## src/rtl/sd_host_pkg.sv

```systemverilog
// Shared definitions for the SD host block-size / block-count register:
// FSM encoding, register-image field and lane positions, bsize saturation.
package sd_host_pkg;

  typedef enum logic [1:0] {
    ST_IDLE   = 2'd0,
    ST_COMMIT = 2'd1,
    ST_ACK    = 2'd2
  } state_t;

  localparam int unsigned BSIZE_W       = 12;
  localparam int unsigned SDMA_W        = 3;
  localparam int unsigned CNT_FIELD_W   = 16;
  localparam int unsigned IMAGE_W       = 32;

  localparam int unsigned BSIZE_LSB     = 0;
  localparam int unsigned SDMA_LSB      = 12;
  localparam int unsigned CNT_LSB       = 16;

  localparam int unsigned LANE_BSIZE_LO = 0;
  localparam int unsigned LANE_BSIZE_HI = 1;
  localparam int unsigned LANE_CNT_LO   = 2;
  localparam int unsigned LANE_CNT_HI   = 3;

  localparam int unsigned BSIZE_MAX_DEF = 2048;

  function automatic logic [BSIZE_W-1:0] sat_bsize(input logic [BSIZE_W-1:0] v,
                                                   input logic [BSIZE_W-1:0] lim);
    return (v > lim) ? lim : v;
  endfunction

endpackage

```

## src/rtl/sd_blkcnt.sv

```systemverilog
// Remaining-block counter: parallel load, saturating-at-zero decrement,
// last-block flag.
module sd_blkcnt #(
  parameter int unsigned W = 16
) (
  input  logic         clk,
  input  logic         rst,
  input  logic         load,
  input  logic [W-1:0] load_val,
  input  logic         dec,
  output logic [W-1:0] cnt,
  output logic         last
);

  logic zero;

  assign zero = (cnt == '0);
  assign last = (cnt == W'(1));

  always_ff @(posedge clk or negedge rst) begin
    if (!rst) begin
      cnt <= '0;
    end else if (load) begin
      cnt <= load_val;
    end else if (dec && !zero) begin
      cnt <= cnt - W'(1);
    end
  end

endmodule

```

## src/rtl/sd_blksize_cnt_reg.sv

```systemverilog
// SD host Block Size / Block Count register: host writes go through a short
// IDLE->COMMIT->ACK handshake and are locked out while a transfer is running.
module sd_blksize_cnt_reg
  import sd_host_pkg::*;
#(
  parameter int unsigned BCNT_W    = 16,
  parameter int unsigned BSIZE_MAX = BSIZE_MAX_DEF,
  parameter int unsigned LANES     = 4
) (
  input  logic                 clk,
  input  logic                 rst,
  input  logic                 wr_en,
  input  logic [LANES-1:0]     wr_be,
  input  logic [8*LANES-1:0]   wr_data,
  input  logic                 rd_en,
  output logic [8*LANES-1:0]   rd_data,
  output logic                 ack,
  output logic                 busy_out,
  input  logic                 xfer_active,
  input  logic                 blk_done,
  input  logic                 blkcnt_en,
  output logic [BSIZE_W-1:0]   tranfer_bsize_out,
  output logic [SDMA_W-1:0]    host_sdmabuffb_out,
  output logic [BCNT_W-1:0]    blk_cnt_out,
  output logic                 last_blk
);

  localparam int unsigned DW = 8 * LANES;

  state_t state, state_nxt;
  logic   accept;
  logic   commit;

  logic [LANES-1:0]       cap_be;
  logic [DW-1:0]          cap_data;
  logic [3:0]             be;
  logic [IMAGE_W-1:0]     d;

  logic [BSIZE_W-1:0]     bsize, bsize_new;
  logic [SDMA_W-1:0]      sdma, sdma_new;
  logic [BCNT_W-1:0]      blk_cnt, cnt_val;
  logic [CNT_FIELD_W-1:0] cnt_mask, cnt_merged;
  logic                   cnt_load, cnt_dec;
  logic                   busy;
  logic [IMAGE_W-1:0]     image;

  always_comb begin
    state_nxt = state;
    accept    = 1'b0;
    case (state)
      ST_IDLE: begin
        if (wr_en && !xfer_active) begin
          accept    = 1'b1;
          state_nxt = ST_COMMIT;
        end
      end
      ST_COMMIT: state_nxt = ST_ACK;
      ST_ACK:    state_nxt = ST_IDLE;
      default:   state_nxt = ST_IDLE;
    endcase
  end

  always_ff @(posedge clk or negedge rst) begin
    if (!rst) begin
      state <= ST_IDLE;
      busy  <= 1'b0;
    end else begin
      state <= state_nxt;
      busy  <= (state_nxt != ST_IDLE) || xfer_active;
    end
  end

  always_ff @(posedge clk or negedge rst) begin
    if (!rst) begin
      cap_be   <= '0;
      cap_data <= '0;
    end else if (accept) begin
      cap_be   <= wr_be;
      cap_data <= wr_data;
    end
  end

  assign commit = (state == ST_COMMIT);
  assign be     = 4'(cap_be);
  assign d      = IMAGE_W'(cap_data);

  // Unselected lanes keep their current value; saturation is applied to the
  // merged 12-bit size so a single-lane write cannot exceed the limit either.
  always_comb begin
    bsize_new = bsize;
    sdma_new  = sdma;
    if (be[LANE_BSIZE_LO]) bsize_new[7:0] = d[BSIZE_LSB +: 8];
    if (be[LANE_BSIZE_HI]) begin
      bsize_new[11:8] = d[BSIZE_LSB + 8 +: 4];
      sdma_new        = d[SDMA_LSB +: SDMA_W];
    end
  end

  always_ff @(posedge clk or negedge rst) begin
    if (!rst) begin
      bsize <= '0;
      sdma  <= '0;
    end else if (commit) begin
      bsize <= sat_bsize(bsize_new, BSIZE_W'(BSIZE_MAX));
      sdma  <= sdma_new;
    end
  end

  assign cnt_mask   = {{8{be[LANE_CNT_HI]}}, {8{be[LANE_CNT_LO]}}};
  assign cnt_merged = (d[CNT_LSB +: CNT_FIELD_W] & cnt_mask) |
                      (CNT_FIELD_W'(blk_cnt) & ~cnt_mask);
  assign cnt_val    = cnt_merged[BCNT_W-1:0];
  assign cnt_load   = commit && (be[LANE_CNT_LO] || be[LANE_CNT_HI]);
  assign cnt_dec    = blk_done && xfer_active && blkcnt_en;

  sd_blkcnt #(
    .W (BCNT_W)
  ) u_blkcnt (
    .clk      (clk),
    .rst      (rst),
    .load     (cnt_load),
    .load_val (cnt_val),
    .dec      (cnt_dec),
    .cnt      (blk_cnt),
    .last     (last_blk)
  );

  assign image   = {CNT_FIELD_W'(blk_cnt), 1'b0, sdma, bsize};
  assign rd_data = rd_en ? DW'(image) : '0;

  assign ack                = (state == ST_ACK);
  assign busy_out           = busy;
  assign tranfer_bsize_out  = bsize;
  assign host_sdmabuffb_out = sdma;
  assign blk_cnt_out        = blk_cnt;

endmodule

```

## config.mk

```make
export PLATFORM = sky130hd
export DESIGN_NAME = sd_blksize_cnt_reg
export DESIGN_NICKNAME = d
export VERILOG_FILES = /design/src/rtl/sd_host_pkg.sv /design/src/rtl/sd_blkcnt.sv /design/src/rtl/sd_blksize_cnt_reg.sv
export SDC_FILE = /design/constraint.sdc
export NUM_CORES = 1
export LEC_CHECK = 0
export ABC_AREA = 1
export ABC_CLOCK_PERIOD_IN_PS = 3000
export BUFFER_PORTS_ARGS = -buffer_cell sky130_fd_sc_hd__buf_4
export CORE_AREA = 3 3 106 82
export CTS_CLUSTER_DIAMETER = 50
export DETAILED_ROUTE_END_ITERATION = 12
export DIE_AREA = 0 0 109 85
export PLACE_DENSITY = 0.76
export SYNTH_ARGS = -nofsm -noshare
export SYNTH_HDL_FRONTEND = slang
export SYNTH_SLANG_ARGS = --single-unit
```

## constraint.sdc

```tcl
create_clock -name clk -period 3 [get_ports clk]
set_clock_uncertainty 0.2 [all_clocks]
set_input_delay 0.15 -clock clk [delete_from_list [all_inputs] [get_ports clk]]
set_output_delay 0.15 -clock clk [all_outputs]
set_load 0.01 [all_outputs]
```

### Word level (Yosys, flattened, before mapping)

Index checks and enable logic that the tools add are counted.

* register bits: 70
* input bits: 43
* output and inout port bits: 66
* logic and storage cells: 40

* add/subtract/negate cells: 1
* $lt $le $gt $ge: 1
* eq/ne operators: 3
* multiplexer cells: 10
* bitwise logic cells: 4
* reduce and logical (&&, ||, !) cells: 14

Operators by type and width (number)
* $and 16x16->16: 2
* $mux 16: 2
* $mux 32: 1
* $eq 16x1->1 const B: 1
* $logic_not 16->1: 1
* $not 16->16: 1
* $or 16x16->16: 1
* $sub 16x1->16 const B: 1
* $gt 12x12->1 const B: 1
* $mux 12: 1
* $mux 8: 1
* $logic_and 1x1->1: 5
* $mux 4: 1
* $pmux 2 s2: 1
* $reduce_bool 2->1: 2
* $eq 2x1->1 const B: 1
* $eq 2x2->1 const B: 1
* $logic_not 1->1: 2
* $logic_not 2->1: 1
* $logic_or 1x1->1: 2
* $mux 1: 2
* $mux 2: 1
* $reduce_and 2->1: 1

### Logic depth before layout (Yosys ltp)

* depth in word-level cells: 6
* mapped depth: 11
* mapped depth without buffers: 11

### Modules after synthesis

From an unflattened synthesis, not the netlist that was laid out.

* cell total of the unflattened synthesis: 579
* area, all modules: 3987.6 um^2

By module, submodules not included
* sd_blksize_cnt_reg: instances 1, cells an instance 402, area an instance 2798.9 um^2, seq. area each 1326.3 um^2
* sd_blkcnt: instances 1, cells an instance 177, area an instance 1188.6 um^2, seq. area each 400.4 um^2

### Worst setup path before layout

Ideal clock, no wire load.

* path kind: register to register
* from: register (tool-made name)
* to: register (tool-made name)
* library setup time: 118 ps
* arrival time: 1535 ps
* required time: 2682 ps
* setup slack: 1147 ps
* cell stages (with the launch flop): 11
* path buffers: 1
* clock period less this slack: 1853 ps
* cell sequence: dfrtp_1 -> inv_1 -> ha_1 -> nand2_4 -> nor2_8 -> nand3_4 -> nand2_4 -> nor2_4 -> buf_12 -> nand2_2 -> o21ai_2

==> run metrics <==
Synthesis Warnings=0; post-CTS sizing=0; RSZ-0062 raised after global routing=no; DIE AREA=9270 um^2; Final Setup Violations=0; setup slack, reg-to-reg=0.93 ns; prevailing post-synth register cell=dfrtp_1; Post-CTS Setup Bufs=0; Max Transition Viols Final=0; Synthesized Nets=591; total wire length=~10000 um; Post-synth EDFFs=0; synth unique cells=28; CTS H-tree depth=3; Worst EP arrival=approximately 2.1 ns; Antenna Cells=0; fmax=482 MHz; kind of cell adding the most delay to the critical path=simple AND/OR/NAND/NOR gates; die height=85 um; TritonRoute pass-1 iters=5; DRC Markers=0; Peak VDD IR=0.333 mV; Placeable Area=7810 um^2; syn avg cell area=between 7 and 8 um^2; nets=~730; Slew headroom=42.4%; vias in the first global route=3480; I/O pin count=roughly 110; Initial Util=between 40 and 50%; TritonCTS clock tree=yes; antenna violations before repair=0; Max clock buf depth=2; worst stage delay on the critical path=0.45 ns; PD cells=770 nW/um^2; hold violation total from the final report=0; FF+latch count, synth=69; GRT Total Usage=between 20 and 25%; Reg2Reg Depth=9; grt ovf=0; cell mode on critical path=nand2_4; Reg clk slew, reported paths=0.07 ns; max-cap viol count=0; crit-path max FO=15; total CTS buffers=9; PortBufs=106; GP Congestion=0.897; crit-path cells=inv_1 > ha_1 > nand2_4 > nor2_8 > nand3_4 > nand2_4 > nor2_4 > nand2_1 > o21ai_2; Routed Antenna Nets=0; status=finished, final reports clean; Clock Latency Late Sink=0.34 ns; Netlist Area Pre-Place=between 3000 and 4000 um^2; ys async rst share=100%; cell row count=28; root buf cell=clkbuf_8; fin crit share=69.1%; element type at the critical path start=flip-flop; Critical Path Stages=9; setup TNS=0 ns; DP HPWL=6760 um; measured slew at the worst slew-check pin=0.864 ns; largest net degree at the start of global routing=70; area added between synthesis and finish=37.0%; vias post-DR=between 3000 and 4000; Cells after Synth=546; DRT iter0 DRCs=203; Buf+Inv Stages, Crit Path=1; register area share after synthesis=45.1%; CP endpoint kind=flip-flop; Slowest-stage cell, CP=dfrtp_1; Vias/cell=4.70; clk sinks=69; final period demand of the worst path=2.07 ns; wire per inst=12.4 um; cts hold-fix bufs=37; die width=109 um; CP Class=flip-flop to flip-flop; Leak=3.02 nW; final core utilization=around two thirds; layout cells sized above 1=21.9%; first-pass GRT wire length=16400 um; CP required=3.06 ns; Hold Path Class=input pin to flip-flop
## kinds of logic (layout without fill, tap and decap cells)
group                    count (synthesis)  after routing  share of synthesized area, %
AND/OR/NAND/NOR                        329            329                          36.2
buffers and inverters                   92            237                          9.87
flip-flops                              69             69                          45.1
AO/OA/AOI/OAI                           52             52                          7.85
adder cells (fa/ha/maj)                  2              2                         0.654
other                                    1              1                        0.0980
XOR/XNOR                                 1              1                         0.229
## layout make-up
cell class	instances	area, um^2
repair buffers	146	1190
well taps	105	131
inverters	75	282
multi-input cells	385	1720
fillers	687	2570
clock inverters	4	47.5
clock buffers	12	145
flip-flops and latches	69	1730
## Yosys cell counts (2+ instances only)
| library cell | count | area, um^2 |
|---|---|---|
| nand2_1 | 254 | 953 |
| inv_1 | 73 | 274 |
| dfrtp_1 | 69 | 1730 |
| o21ai_0 | 40 | 200 |
| nor2_1 | 37 | 139 |
| nand3_1 | 16 | 80.1 |
| clkbuf_1 | 10 | 37.5 |
| o21ai_2 | 7 | 61.3 |
| nand2_2 | 6 | 37.5 |
| nor2_4 | 5 | 56.3 |
| buf_2 | 4 | 20.0 |
| a21oi_1 | 3 | 15.0 |
| ha_1 | 2 | 25.0 |
| inv_2 | 2 | 7.51 |
| nand2_4 | 2 | 22.5 |
| nand4_1 | 2 | 12.5 |
| nor2_2 | 2 | 12.5 |
| nor2_8 | 2 | 40.0 |
## power by group
group | total (mW) | leakage (nW) | switching, mW | internal, mW
combinational | 1.81 | 2.05 | 1.02 | 0.785
clock | 0.732 | 0.0964 | 0.327 | 0.404
sequential | 1.50 | 0.876 | 0.308 | 1.19
## worst reg2reg max path: stages (launching register included)
cell and delay (ns):
dfrtp_1 0.45, inv_1 0.13, ha_1 0.30, nand2_4 0.14, nor2_8 0.06, nand3_4 0.08
nand2_4 0.07, nor2_4 0.37, nand2_1 0.12, o21ai_2 0.08
## metrics by stage
| step | area (um^2) | hold slack, ns | power, mW | worst slack [ns] | cells |
|---|---|---|---|---|---|
| after CTS | 5240 | 0.0989 | 4.07 | 0.923 | 796 |
| after floorplan | 3830 | -0.346 | 2.57 | 1.15 | 546 |
| after global routing | 5240 | 0.149 | 4.38 | 0.761 | 796 |
| final | 5240 | 0.117 | 4.04 | 0.926 | 796 |
| after global placement | 4680 | 0.119 | 3.23 | 0.994 | 743 |
| after detailed placement | 4680 | 0.123 | 3.27 | 0.927 | 743 |
## placed cells by master (no fill, tap or decap), types with 3 or more instances in the layout
cell type and instances:
a21oi_1 3, nand3_1 16, dlygate4sd3_1 37, dfrtp_1 69
nand2_1 254, nor2_4 5, buf_4 109, clkbuf_8 10
o21ai_0 40, inv_1 73, o21ai_2 7, nand2_2 6
nor2_1 37
## metal layers
layer  part of all wire (%)  GRT usage [%]  vias to the layer above
met5                      0              0                        -
met3                    5.2           4.33                       13
met1                     48           30.8                     1718
met2                     45           35.9                       97
met4                    1.4           6.19                        0
li1                       -              -                     1916
## worst min path at each step
stage,from,depth (start not counted),to
detailed placement,rst,1,host_sdmabuffb_out[1]$_DFFE_PN0P_
finish,blkcnt_en,6,flip-flop
floorplan,rst,0,async pin
global route,blkcnt_en,6,flip-flop
global placement,rst,1,host_sdmabuffb_out[1]$_DFFE_PN0P_
CTS,blkcnt_en,6,flip-flop
(Power assumes the default switching activity.)
